**config.mk**
```make
export PLATFORM = sky130hd
export DESIGN_NAME = seq_detect_ctrl_flat
export DESIGN_NICKNAME = d
export VERILOG_FILES = /design/src/rtl/seq_detect_ctrl_if.sv /design/src/rtl/seq_detect_ctrl.sv /design/src/flat_wrapper.sv
export SDC_FILE = /design/constraint.sdc
export NUM_CORES = 1
export LEC_CHECK = 0
export ABC_CLOCK_PERIOD_IN_PS = 1400
export BUFFER_PORTS_ARGS = -buffer_cell sky130_fd_sc_hd__buf_2
export CELL_PAD_IN_SITES_DETAIL_PLACEMENT = 1
export CELL_PAD_IN_SITES_GLOBAL_PLACEMENT = 1
export CORE_MARGIN = 2
export CORE_UTILIZATION = 38
export CTS_BUF_LIST = sky130_fd_sc_hd__clkbuf_4
export CTS_CLUSTER_SIZE = 20
export DETAILED_ROUTE_END_ITERATION = 8
export PLACE_DENSITY = 0.8
export SYNTH_ARGS = -nofsm -noshare
export SYNTH_HDL_FRONTEND = slang
export SYNTH_SLANG_ARGS = --single-unit
```
**constraint.sdc**
```tcl
create_clock -name clk -period 1.4 [get_ports clk]
set_clock_uncertainty 0.1 [all_clocks]
set_input_delay 0.14 -clock clk [delete_from_list [all_inputs] [get_ports clk]]
set_output_delay 0.14 -clock clk [all_outputs]
set_load 0.05 [all_outputs]
```
**src/rtl/seq_detect_ctrl_if.sv**
```systemverilog
// Handshake bundle between the word-level producer/consumer, one serial
// Mealy detector and seq_detect_ctrl.
//   slave  : controller view (accepts words, drives detector, emits result)
//   master : environment view (producer, consumer and detector)
// Signals:
//   in_valid/in_ready/in_word          word input handshake
//   det_rst/det_din/det_y              serial detector connection
//   out_valid/out_ready                result handshake
//   out_count/out_hit/out_first/out_last  result fields
interface seq_detect_ctrl_if #(
    parameter int W = 11
);
    localparam int CW = $clog2(W + 1);
    localparam int IW = $clog2(W);

    logic          in_valid;
    logic          in_ready;
    logic [W-1:0]  in_word;
    logic          det_rst;
    logic          det_din;
    logic          det_y;
    logic          out_valid;
    logic          out_ready;
    logic [CW-1:0] out_count;
    logic          out_hit;
    logic [IW-1:0] out_first;
    logic [IW-1:0] out_last;

    modport slave (
        input  in_valid, in_word, det_y, out_ready,
        output in_ready, det_rst, det_din, out_valid,
               out_count, out_hit, out_first, out_last
    );

    modport master (
        output in_valid, in_word, det_y, out_ready,
        input  in_ready, det_rst, det_din, out_valid,
               out_count, out_hit, out_first, out_last
    );
endinterface

```
**src/rtl/seq_detect_ctrl.sv**
```systemverilog
// Sequencing controller for a serial Mealy sequence detector.
// Accepts a W-bit word, keeps the detector in reset between jobs, shifts the
// word out MSB-first on det_din, and gathers det_y pulses into a hit count
// plus the bit indices of the first and last hit.
// Ports:
//   clk  - rising-edge clock
//   rst  - asynchronous active-high reset (aborts any job)
//   bus  - seq_detect_ctrl_if slave modport (word in, detector, result out)
module seq_detect_ctrl #(
    parameter int W = 11
) (
    input  logic             clk,
    input  logic             rst,
    seq_detect_ctrl_if.slave bus
);
    localparam int CW = $clog2(W + 1);
    localparam int IW = $clog2(W);

    typedef enum logic [1:0] {IDLE, SHIFT, DONE} state_t;

    state_t        state;
    logic [W-1:0]  shreg;
    logic [IW-1:0] idx;
    logic [CW-1:0] count;
    logic          hit;
    logic [IW-1:0] first;
    logic [IW-1:0] last;

    always_ff @(posedge clk or posedge rst) begin
        if (rst) begin
            state <= IDLE;
            shreg <= '0;
            idx   <= '0;
            count <= '0;
            hit   <= 1'b0;
            first <= '0;
            last  <= '0;
        end else begin
            case (state)
                IDLE: begin
                    // in_ready is high throughout IDLE, so in_valid alone is the accept
                    if (bus.in_valid) begin
                        shreg <= bus.in_word;
                        idx   <= IW'(W - 1);
                        count <= '0;
                        hit   <= 1'b0;
                        first <= '0;
                        last  <= '0;
                        state <= SHIFT;
                    end
                end
                SHIFT: begin
                    // det_y is Mealy on the bit currently on det_din, whose index is idx
                    if (bus.det_y) begin
                        count <= count + 1'b1;
                        if (!hit) first <= idx;
                        last  <= idx;
                        hit   <= 1'b1;
                    end
                    shreg <= {shreg[W-2:0], 1'b0};
                    idx   <= idx - 1'b1;
                    if (idx == '0) state <= DONE;
                end
                DONE: begin
                    if (bus.out_ready) state <= IDLE;
                end
                default: state <= IDLE;
            endcase
        end
    end

    // Handshake and detector controls decode straight from the state register,
    // so an asynchronous reset is visible on them immediately.
    assign bus.in_ready  = (state == IDLE);
    assign bus.out_valid = (state == DONE);
    assign bus.det_rst   = (state != SHIFT);
    assign bus.det_din   = (state == SHIFT) && shreg[W-1];

    assign bus.out_count = count;
    assign bus.out_hit   = hit;
    assign bus.out_first = first;
    assign bus.out_last  = last;
endmodule

```
**src/flat_wrapper.sv**
```systemverilog
// flat-port wrapper written by rule: the top's interface ports become plain ports
module seq_detect_ctrl_flat 
#(
    parameter int W = 11
)
  (clk, rst, bus_in_valid, bus_in_word, bus_det_y, bus_out_ready, bus_in_ready, bus_det_rst, bus_det_din, bus_out_valid, bus_out_count, bus_out_hit, bus_out_first, bus_out_last);
  seq_detect_ctrl_if #(.W(W)) bus_i ();
  input  logic clk;
  input  logic rst;
  input wire logic [$bits(bus_i.in_valid)-1:0] bus_in_valid;
  input wire logic [$bits(bus_i.in_word)-1:0] bus_in_word;
  input wire logic [$bits(bus_i.det_y)-1:0] bus_det_y;
  input wire logic [$bits(bus_i.out_ready)-1:0] bus_out_ready;
  output wire logic [$bits(bus_i.in_ready)-1:0] bus_in_ready;
  output wire logic [$bits(bus_i.det_rst)-1:0] bus_det_rst;
  output wire logic [$bits(bus_i.det_din)-1:0] bus_det_din;
  output wire logic [$bits(bus_i.out_valid)-1:0] bus_out_valid;
  output wire logic [$bits(bus_i.out_count)-1:0] bus_out_count;
  output wire logic [$bits(bus_i.out_hit)-1:0] bus_out_hit;
  output wire logic [$bits(bus_i.out_first)-1:0] bus_out_first;
  output wire logic [$bits(bus_i.out_last)-1:0] bus_out_last;
  assign bus_i.in_valid = bus_in_valid;
  assign bus_i.in_word = bus_in_word;
  assign bus_i.det_y = bus_det_y;
  assign bus_i.out_ready = bus_out_ready;
  assign bus_in_ready = bus_i.in_ready;
  assign bus_det_rst = bus_i.det_rst;
  assign bus_det_din = bus_i.det_din;
  assign bus_out_valid = bus_i.out_valid;
  assign bus_out_count = bus_i.out_count;
  assign bus_out_hit = bus_i.out_hit;
  assign bus_out_first = bus_i.out_first;
  assign bus_out_last = bus_i.out_last;
  seq_detect_ctrl #(.W(W)) u_core (.clk(clk), .rst(rst), .bus(bus_i));
endmodule
```
**Yosys cells after proc, flatten, opt, wreduce, memory -nomap -nowiden**

Cells that the tools add are included.

- Logic and storage cells: 44
- Bits in registers: 30

- $add $sub $neg: 2
- Multiplexer cells: 19
- Reductions and logical operators: 8
- Eq/ne operators: 8

Operator list:

| cell | count |
|---|---|
| case mux 4 bit (2 select lines) | 4 |
| 2-to-1 mux 4 bit | 6 |
| case mux 11 bit (2 select lines) | 1 |
| 2-to-1 mux 11 bit | 1 |
| != test 2 bit, second input constant | 4 |
| 2-to-1 mux 2 bit | 3 |
| case mux 2 bit (3 select lines) | 1 |
| AND reduction 3 bit | 2 |
| adder 4 x 1 -> 4 bit, second input constant | 1 |
| zero test 4 bit | 1 |
| != test 2 x 1 -> 1 bit, second input constant | 2 |
| AND reduction 4 bit | 1 |
| subtractor 4 x 1 -> 4 bit, second input constant | 1 |
| == test 2 x 1 -> 1 bit, second input constant | 1 |
| == test 2 bit, second input constant | 1 |
| zero test 2 bit | 1 |
| 2-to-1 mux 1 bit | 2 |
| case mux 1 bit (2 select lines) | 1 |
| AND reduction 2 bit | 1 |
| nonzero test 2 bit | 1 |
| logical AND 1 bit | 1 |

**Logic depth before layout (Yosys ltp)**

- Word-level depth: 3
- Depth in mapped cells: 5
- Gate-level depth less buffers: 5

**Worst setup path before layout**

OpenSTA, ideal clock, no wires.

- Kind: reg2reg
- From: register u_core.state[1]
- To: register u_core.state[1]
- Period minus slack after synthesis: 1672 ps
- Required time: 1214 ps
- Cell stages (with the launch flop): 5
- Buffers on the path: 1
- Arrival time: 1486 ps
- Setup slack: -272 ps
- Cells stage by stage: dfrtp_1 -> buf_2 -> nor2b_1 -> nand2b_1 -> o21ai_0

- Word-level cells in the longest chain between the ends: 3
- Elaborated cells on any way between the ends: 8

RTL lines:

| what | line | text |
|---|---|---|
| start, declared | seq_detect_ctrl.sv:21 | `state_t state;` |
| start signal, assigned | seq_detect_ctrl.sv:31 | `state <= IDLE;` |
| start signal, assigned | seq_detect_ctrl.sv:49 | `state <= SHIFT;` |
| start signal, assigned | seq_detect_ctrl.sv:62 | `if (idx == '0) state <= DONE;` |
| == test 2 bit * | n/a |  |
| net bus_out_valid | flat_wrapper.sv:17 | `output wire logic [$bits(bus_i.out_valid)-1:0] bus_out_valid;` |
| != test 2 bit (no line) | n/a |  |
| AND reduction 3 bit (no line) | n/a |  |

The timed path passes the listed nets; every way through them passes the cells marked *.
A chain may end at the register's enable or synchronous reset.

**Worst setup path in the final report**

- From: register u_core.state[0]
- To: output port bus_out_valid

- Word-level cells in the longest chain between the ends: 1

RTL lines:

| what | line | text |
|---|---|---|
| == test 2 bit | seq_detect_ctrl.sv:75 | `assign bus.out_valid = (state == DONE);` |
| end, declared | flat_wrapper.sv:17 |  |

No other way between the ends.

==> impl_metrics.py <==
metrics = {
    "grt": {
        "grt_max_degree": 14,
        "grt_use_total_pct": 19.1,
        "first_global_vias": 1259,
        "grt-ovfl-total": 0,
        "antenna_found_initial": 0,
        "grt_pass1_wl_um": 5970,
    },
    "cts": {
        "cts_root_buffer": "clkbuf_4",
        "cts_buffer_depth": 2,
        "cts.sinks": 30,
        "h-tree-depth": 2,
        "cts_inserted_buffers": 5,
        "cts_tree": "yes",
        "clkTransAtPathRegs_ns": 0.09,
        "clk_latency_ns": 0.33,
    },
    "floorplanning": {
        "rows": 21,
        "die_h_um": 63.7,
        "die_area_um2": 4060,
        "ios": 33,
        "die_w_um": 63.7,
        "start_util_pct": 39.9,
        "core_um2": 3390,
    },
    "power_and_ir_drop": {
        "power.share.combinational_pct": 56.4,
        "powerDensity_nw_per_um2": 2460,
        "peakVddDrop_uv": 1030,
        "power_mw": 4.81,
        "p_leak_nw": 0.945,
        "switching_share_pct": 46.8,
        "p_sw_mw": 2.25,
        "seqPwrFrac_pct": 32.9,
        "p_int_mw": 2.56,
        "clkPwrFrac_pct": 10.7,
    },
    "detailed_routing": {
        "num_vias": 1225,
        "dr.pass1.iters": 4,
        "post_drt_wl_per_cell_um": 16.9,
        "routed_wl_um": 3930,
        "drc": 0,
        "routed_via_density": 5.28,
        "first_iter_violations": 67,
        "drt.antenna.violating_nets": 0,
    },
    "synth": {
        "yosysSeqAreaShare_pct": 55.5,
        "syn_avg_cell_area_um2": 11.0,
        "synthArstFlopShare_pct": 100,
        "ys_ff_latch": 30,
        "synth_edf_count": 0,
        "yosysWarnings": 0,
        "ys.flop_type": "dfrtp_1",
        "synth.distinct_cells": 32,
        "synth_cells": 123,
        "netlist_area_um2": 1350,
        "synth_fp_nets": 142,
    },
    "sta": {
        "finalHoldWorstSlack_ns": -0.0234,
        "hold_viol": 4,
        "tightest_slew_ns": 0.549,
        "fin_crit_sh_pct": 114,
        "fin_crit_ns": 1.60,
        "rsz0062_at_grt": "yes",
        "slew_viol_final": 0,
        "clock.fmax_mhz": 625,
        "fin_ws_ns": -0.201,
        "slew_headroom_pct": 63.4,
        "finalSetupViolations": 31,
    },
    "worst_setup_path": {
        "cp_data_arrival_time_ns": 1.36,
        "critical-path-top-delay-family": "flip-flops",
        "path_depth": 4,
        "cp_slowest_stage_delay_ns": 0.46,
        "critical_path.cell_chain": "buf_6 -> buf_12 -> nor2b_4 -> buf_8",
        "cp.required_ns": 1.16,
        "critPathLaunch": "u_core.state[0]",
        "setup.worst_path.end_class": "output pin",
        "critPathMaxFanout": 6,
        "cp_num_buf_inv": 3,
        "startpoint_type": "flip-flop",
        "regToRegStartpoint": "u_core.state[0]",
        "path_class": "flip-flop to output pin",
        "rr_worst_depth": 6,
        "crit_slowest_cell": "dfrtp_2",
    },
    "final_layout": {
        "multi_input_area_um2": 594,
        "antenna_cells": 0,
        "final-seq-area_um2": 757,
        "drive_above_1_share_pct": 47.8,
        "syn_to_final_growth_pct": 44.1,
        "nNetsFinal": 204,
        "final_util_pct": 57.5,
        "final_common_cell": "buf_2",
        "final_cell_mix": "buf_2 (28), dfrtp_1 (25), buf_4 (20)",
        "fill_cells": 377,
    },
    "worst_hold_path": {
        "holdCritPathClass": "primary input to flip-flop",
        "hold_path_depth": 3,
        "min_from": "bus_in_word[8]",
    },
    "placement": {
        "gp_congestion": 0.757,
        "hpwl_um": 2460,
        "port_buffers": 32,
    },
    "outcome": {
        "failed_checks": "negative hold slack, negative setup slack",
        "status": "complete, but fails checks",
    },
    "run": {
        "cap_violations": 0,
    },
}
[synth_stat cells (2+ instances only)]
cell / n / share of area, %
nand2_1: 15 / 4.2
mux2i_1: 2 / 1.5
nor2_1: 4 / 1.1
o21ai_0: 13 / 4.8
buf_4: 2 / 1.1
nor2_2: 2 / 0.92
ha_1: 3 / 2.8
a22oi_1: 11 / 6.1
dfrtp_1: 30 / 55
buf_2: 4 / 1.5
a22o_1: 10 / 6.5
nor2b_1: 3 / 1.4
inv_1: 5 / 1.4
[flip-flops by register name (all words and copies together), names as in the netlist]
signal / cells
u_core.bus.out_count: 4
u_core.bus.out_first: 4
u_core.bus.out_hit: 1
u_core.bus.out_last: 4
u_core.idx: 4
u_core.shreg: 11
u_core.state: 2
[worst register-to-register path, cell delays in order, from the launching register on]
cell,delay [ns]
dfrtp_2,0.46
buf_6,0.14
buf_4,0.13
nor3b_4,0.17
buf_6,0.15
nor2_4,0.06
mux2_4,0.26
[routing by layer]
metal	share of wire [%]	global-route usage, %	routed length, um
met5	0	0	0
met4	2.3	7.61	89
met3	4.3	3.57	169
met2	53	34.3	2090
met1	40	22.1	1580
[power by group through the flow]
stage / logic (mW) / clock network (mW) / registers, mW
6_report: 2.71 / 0.516 / 1.58
5_1_grt: 2.90 / 0.568 / 1.64
4_1_cts: 2.41 / 0.509 / 1.55
3_5_place_dp: 2.19 / 0 / 1.57
3_3_place_gp: 2.11 / 0 / 1.53
2_1_floorplan: 1.06 / 0 / 2.08
[what timing repair did]
| action | in CTS | in global routing |
|---|---|---|
| resized for setup | 20 | 23 |
| buffers inserted | 5 | 10 |
| hold endpoints to repair | 9 | 0 |
| endpoints found under the setup margin | 20 | 31 |
| hold buffers | 2 | 0 |
| pin swaps | 2 | 2 |
| cloned | 0 | 1 |
[stage by stage]
| stage | instance area (um2) | setup WS [ns] | std cells | setup TNS [ns] |
|---|---|---|---|---|
| after floorplan | 1380 | -0.0588 | 123 | -0.0893 |
| after global placement | 1640 | -0.128 | 206 | -0.813 |
| after detailed placement | 1640 | -0.204 | 206 | -1.64 |
| after CTS | 1820 | -0.218 | 221 | -2.57 |
| after global routing | 1950 | -0.252 | 232 | -5.06 |
| final | 1950 | -0.201 | 232 | -2.80 |
[area by class of cell]
type	count	area share [%]
clock buffers	6	2.31
clock inverters	2	0.449
inverters	5	1.15
multi-input cells	81	30.5
flip-flops and latches	30	38.8
well taps	46	2.95
repair buffers	62	23.9
[worst paths after layout]
kind / to / slack [ns]
worst max-delay path: bus_out_valid / -0.20
worst min-delay path: u_core.shreg[8] / -0.02
worst max register to register: u_core.bus.out_count[0] / -0.16
worst min register to register: u_core.shreg[9] / 0.40
max in group asynchronous: u_core.shreg[6] / 0.48
min in group asynchronous: u_core.bus.out_count[3] / 0.21
[cell families after synthesis]
kind of cell             after synthesis  share of synthesized area, %
AND/OR/NAND/NOR                       35                          14.7
flip-flops                            30                          55.5
multiplexers                           3                          2.31
AO/OA/AOI/OAI                         40                          20.5
adder cells (fa/ha/maj)                3                          2.77
buffers and inverters                 12                          4.25
Power figures use the tool's default switching activity.
